`src/rtl/rsa_host_ctrl.sv`:
```
// Host-side sequencer for the RSA exponentiation unit: holds operands, launches
// the unit through a one-cycle ARM gap, and reports done/error with a run-cycle timeout.
module rsa_host_ctrl #(
    parameter int TIMEOUT_CYC = 1023,
    parameter int CNT_W       = 16
) (
    input  logic             clk,
    input  logic             rstb,
    input  logic             wr_en,
    input  logic [1:0]       addr,
    input  logic [7:0]       wdata,
    input  logic             start,
    output logic             busy,
    output logic             done,
    output logic             err,
    output logic             wr_err,
    output logic [7:0]       result,
    output logic [CNT_W-1:0] cycles,
    output logic             rsa_en,
    output logic [7:0]       rsa_P,
    output logic [7:0]       rsa_E,
    output logic [7:0]       rsa_M,
    output logic [7:0]       rsa_Const,
    input  logic             rsa_eoc,
    input  logic [7:0]       rsa_C
);

    localparam logic [2:0] IDLE = 3'd0;
    localparam logic [2:0] ARM  = 3'd1;
    localparam logic [2:0] RUN  = 3'd2;
    localparam logic [2:0] DONE = 3'd3;
    localparam logic [2:0] ERR  = 3'd4;

    localparam logic [CNT_W-1:0] TMO = CNT_W'(TIMEOUT_CYC);

    logic [2:0]       state;
    logic [7:0]       m_eff;
    logic [CNT_W-1:0] cnt_n;

    // A legal modulus is odd and at least 3.
    function automatic logic m_legal(input logic [7:0] m);
        return m[0] && (m >= 8'd3);
    endfunction

    // A write on the same cycle as start is seen by the modulus check.
    always_comb begin
        m_eff = rsa_M;
        if (wr_en && (addr == 2'd2))
            m_eff = wdata;
        cnt_n = cycles + CNT_W'(1);
    end

    // Outputs decode directly from the state register, so reset drops rsa_en at once.
    assign busy   = (state == ARM) || (state == RUN);
    assign rsa_en = (state == RUN);
    assign done   = (state == DONE);
    assign err    = (state == ERR);

    always_ff @(posedge clk or negedge rstb) begin
        if (!rstb) begin
            state     <= IDLE;
            rsa_P     <= 8'h00;
            rsa_E     <= 8'h00;
            rsa_M     <= 8'h00;
            rsa_Const <= 8'h00;
            result    <= 8'h00;
            cycles    <= '0;
            wr_err    <= 1'b0;
        end else begin
            case (state)
                ARM: begin
                    if (wr_en)
                        wr_err <= 1'b1;
                    state <= RUN;
                end
                RUN: begin
                    if (wr_en)
                        wr_err <= 1'b1;
                    cycles <= cnt_n;
                    if (rsa_eoc) begin
                        result <= rsa_C;
                        state  <= DONE;
                    end else if (cnt_n == TMO) begin
                        result <= 8'h00;
                        state  <= ERR;
                    end
                end
                default: begin
                    if (wr_en) begin
                        case (addr)
                            2'd0:    rsa_P     <= wdata;
                            2'd1:    rsa_E     <= wdata;
                            2'd2:    rsa_M     <= wdata;
                            default: rsa_Const <= wdata;
                        endcase
                    end
                    if (start) begin
                        wr_err <= 1'b0;
                        cycles <= '0;
                        if (m_legal(m_eff)) begin
                            state <= ARM;
                        end else begin
                            result <= 8'h00;
                            state  <= ERR;
                        end
                    end
                end
            endcase
        end
    end

endmodule

```
`config.mk`:
```
export PLATFORM = sky130hd
export DESIGN_NAME = rsa_host_ctrl
export DESIGN_NICKNAME = d
export VERILOG_FILES = /design/src/rtl/rsa_host_ctrl.sv
export SDC_FILE = /design/constraint.sdc
export NUM_CORES = 1
export LEC_CHECK = 0
export BUFFER_PORTS_ARGS = -buffer_cell sky130_fd_sc_hd__buf_2
export CORE_MARGIN = 8
export CORE_UTILIZATION = 30
export DETAILED_ROUTE_END_ITERATION = 10
export PLACE_DENSITY_LB_ADDON = 0.08
export SYNTH_ARGS = -nofsm -noshare
export SYNTH_HDL_FRONTEND = slang
export SYNTH_SLANG_ARGS = --single-unit
```
`constraint.sdc`:
```
create_clock -name clk -period 3.85 [get_ports clk]
set_input_delay 0.385 -clock clk [delete_from_list [all_inputs] [get_ports clk]]
set_output_delay 0.385 -clock clk [all_outputs]
set_load 0.01 [all_outputs]
```
Word-level counts from Yosys, hierarchy flattened
Index checks and enable logic that the tools add are counted.
- register bits: 60
- logic and storage cells: 56
- $add $sub $neg: 1
- $lt $le $gt $ge: 1
- equality and inequality tests: 10
- multiplexer cells: 16
- bitwise gates (word level): 3
- reduce and logical (&&, ||, !) cells: 17
- operators with widths (cell ; number):
    $mux 8 ; 5
    $pmux 16 s2 ; 1
    $add 16x1->16 const B ; 1
    $eq 16x10->1 const B ; 1
    $mux 16 ; 1
    $pmux 8 s2 ; 1
    $mux 3 ; 4
    $reduce_and 3->1 ; 4
    $ge 8x2->1 const B ; 1
    $eq 3x2->1 const B ; 2
    $pmux 3 s2 ; 1
    $reduce_and 2->1 ; 3
    $reduce_and 4->1 ; 1
    $reduce_bool 2->1 ; 2
    $eq 3x1->1 const B ; 1
    $eq 3x3->1 const B ; 1
    $mux 1 ; 3
    $ne 3x1->1 const B ; 1
    $not 1->1 ; 3
    $reduce_bool 3->1 ; 1
    $reduce_or 3->1 ; 1
    $eq 2x1->1 const B ; 1
    $eq 2x2->1 const B ; 1
    $logic_and 1x1->1 ; 2
    other kinds (5) ; 5

Depth between registers and ports, before layout
- depth in word-level cells: 8
- depth in mapped cells: 8
- depth with buffers taken out: 7

Worst setup path before layout
No wires, ideal clock.
- kind: flip-flop to flip-flop
- from: register cycles[0]
- to: register result[0]
- library setup time: 0.121 ns
- arrival time: 2.073 ns
- setup slack: 1.656 ns
- stages on the path, launching flop included: 8
- path buffers: 0
- period minus slack after synthesis: 2.194 ns
- cells stage by stage: dfrtp_1 > ha_1 > nand3_1 > nor4_1 > mux2i_1 > or2_1 > o211ai_4 > a22o_1
- word-level cells in the longest chain between the ends: 4
- RTL lines (item ; line ; source):
    from (decl) ; 18 ; output logic [CNT_W-1:0] cycles,
    from (signal assigned) ; 79 ; cycles <= cnt_n;
    $add 16x1->16 ; 50 ; cnt_n = cycles + CNT_W'(1);
    $eq 16x10->1 ; 83 ; end else if (cnt_n == TMO) begin
    $ne 3x1->1 (no line) ; - ;
    $reduce_and 4->1 (no line) ; - ;
    to (signal assigned) ; 81 ; result <= rsa_C;
    to (decl) ; 17 ; output logic [7:0] result,
Every way passes these cells.
A chain may end at the register's enable or synchronous reset.

Worst setup path after layout
- from: register cycles[0]
- to: register result[6]
The elaborated chain is that of the path after synthesis.

==> flow_metrics.tcl <==
set metrics [dict create \
    status "finished clean" \
    port_buffers 83 \
    ys_seq_area_share_pct 50.5 \
    gp_congestion 0.758 \
    filler_cell_count 993 \
    cts_sinks 60 \
    drc 0 \
    grt_usage_pct 13.0 \
    relSlewSlack_pct 38.0 \
    path_max_fanout 10 \
    path_cells "ha_1 -> nand3_1 -> nor4_1 -> mux2i_1 -> or2_1 -> o211ai_4 -> a22o_1" \
    reg2reg_depth 7 \
    r2r-end "result[6]" \
    finalWirelength_mm 8.29 \
    wl_per_cell_microns 17.2 \
    fin_area_sq_mm 0.00368 \
    post_cts_buffers 0 \
    avgSynthCellArea_sq_um 11.1 \
    hp-class "in2async" \
    die_x_microns 116 \
    row_count 36 \
    synth_cells 267 \
    io_pins 84 \
    skew_ns 0.00871 \
    netlist_area_sq_mm 0.00298 \
    critPathMaxStageDelay_ns 0.51 \
    cts_root_buf "clkbuf_8" \
    clk_path_buf_depth 2 \
    setup_viol 0 \
    max_freq_ghz 0.405 \
    cp_num_cells 7 \
    crit_path_end_kind "register" \
    crit_slowest_cell "dfrtp_1" \
    insertion_delay_ns 0.33 \
    grt_pass1_wl_mm 13.3 \
    coreArea_sq_mm 0.00968 \
    globalRouteOverflowTotal 0 \
    drt-pass1-iter-count 4 \
    tightest_slew_ns 0.930 \
    synth_edf_count 0 \
    maxCapViolCount 0 \
    postCtsHoldBufs 0 \
    ys_types 55 \
    crit_buf_inv 0 \
    setup_tns_ns 0 \
    final_nets 371 \
    period_needed_ns 2.47 \
    crit_required_ns 4.07 \
    arrival_ns 2.69 \
    cts_tree "built" \
    clk_pin_slew_ns 0.07 \
    syn-num-nets 292 \
    rsz0062_at_grt "false" \
    hold_viol 0 \
    synthFlopType "dfrtp_1" \
    crit_type "reg2reg" \
    p_leak_nw 1.70 \
    slew_violations 0 \
    vias 2406 \
    antenna_left 0 \
    grt_pass1_vias 2455 \
    initialDrtViolationCount 140 \
    startpoint "cycles[0]" \
    critical_path.endpoint "result[6]" \
    dieArea_sq_mm 0.0134 \
    dp_hpwl_mm 5.97 \
    power_density_mw_per_mm2 683 \
    placed_area_sq_mm 0.00346 \
    numCtsBuffers 9 \
    area_delta_synth_final_pct 23.8 \
    grt_max_degree 40 \
    peakVddDrop_v 0.000200 \
    htree_levels 3 \
    async_reset_ff_share_pct 100 \
    finalCritPeriodShare_pct 64.1 \
    post_cts_resized 0 \
    vias_per_cell 4.98 \
    initial_core_util_pct 30.7 \
    r2r-start "cycles[0]" \
    antenna_found_initial 0 \
    startpoint_type "register" \
    layout-drive-gt1-share_pct 42.0 \
    n_antenna_cell 0 \
    dieHeight_microns 116 \
    yosys_register_bits 60 \
    r2r_slack_ns 1.38 \
    crit_family "simple AND/OR/NAND/NOR gates" \
    yosys_warnings 0 \
]
cells by family after synthesis:
kind of cell,synth area share [%]
buffers and inverters,4.04
adders and majority gates,0.841
muxes,13.2
xor gates and xnor gates,0.883
AOI/OAI and AO/OA,14.7
and+or+nand+nor,15.9
DFF,50.5
registers in the layout (all words and copies together) (netlist names):
name       count
cycles        16
result         8
rsa_Const      8
rsa_E          8
rsa_M          8
rsa_P          8
state          3
wr_err         1
placed cells by master (no fill, tap or decap), types with 5 or more instances in the layout:
master,synthesis,routed
a21oi_1,8,8
a22o_1,8,8
buf_2,2,83
clkbuf_8,2,11
dfrtp_1,60,60
mux2_2,33,33
nand2_1,17,17
nand3_1,6,6
nand4_1,6,6
nor2_1,14,14
o21ai_0,26,26
o31ai_1,5,5
through the flow:
step	cells	hold WS, ns	setup slack (ns)	power (mW)	util [%]
floorplan	267	0.0894	1.66	1.53	-
global placement	468	0.481	1.45	1.88	35.7
detailed placement	468	0.481	1.35	1.90	35.7
CTS	483	0.219	1.34	2.56	38.0
global route	483	0.243	1.04	2.69	38.0
finish	483	0.187	1.38	2.51	38.0
layout make-up:
cell class	count	area, sq um	area share, %
clock buffer	11	151	4.11
inverter	4	15.0	0.408
multi-input combinational	187	1350	36.8
clock inverter	4	72.6	1.97
sequential	60	1500	40.8
timing repair buffer	84	423	11.5
tap	133	166	4.52
cell usage after synthesis, drive strengths merged (2+ instances only):
cell / number / area [sq um]
a31oi: 4 / 25.0
or4b: 2 / 20.0
inv: 4 / 15.0
nand4b: 2 / 17.5
nand3b: 2 / 15.0
nand2: 18 / 70.1
nor3: 4 / 25.0
mux2: 33 / 372
or2: 4 / 25.0
and2: 2 / 12.5
xnor2: 3 / 26.3
or3: 2 / 15.0
and3: 5 / 37.5
o22ai: 2 / 12.5
a21o: 3 / 23.8
nand3: 7 / 40.0
a22o: 8 / 70.1
or4: 4 / 30.0
nor2: 14 / 52.6
a21oi: 9 / 56.3
o21ai: 26 / 130
clkbuf: 10 / 57.6
or2b: 2 / 16.3
nor4: 3 / 18.8
o41ai: 2 / 17.5
mux2i: 2 / 20.0
dfrtp: 60 / 1500
nand4: 6 / 37.5
o31ai: 5 / 37.5
ha: 2 / 25.0
buf: 6 / 47.5
metal layers:
metal	wire, microns	global-route usage [%]	vias to the layer above
li1	-	-	1147
met1	3750	16.5	1198
met2	3930	20.2	56
met3	531	4.27	5
met4	74	4.47	0
met5	0	0	-
power by group:
part	switching (mW)	internal, mW
clock network	0.257	0.395
registers	0.157	0.849
logic	0.454	0.402
total	0.869	1.65
worst min path at each step:
stage | from | end | slack (ns) | cells after the start
detailed placement | result[6] | result[6] | 0.48 | 1
finish | rstb | rsa_E[7] | 0.19 | 1
floorplan | rstb | cycles[0] | 0.09 | 0
CTS | rstb | rsa_E[7] | 0.22 | 1
global route | rstb | rsa_E[7] | 0.24 | 1
global placement | result[6] | result[6] | 0.48 | 1
No activity file was read; power rests on OpenSTA's default activity.
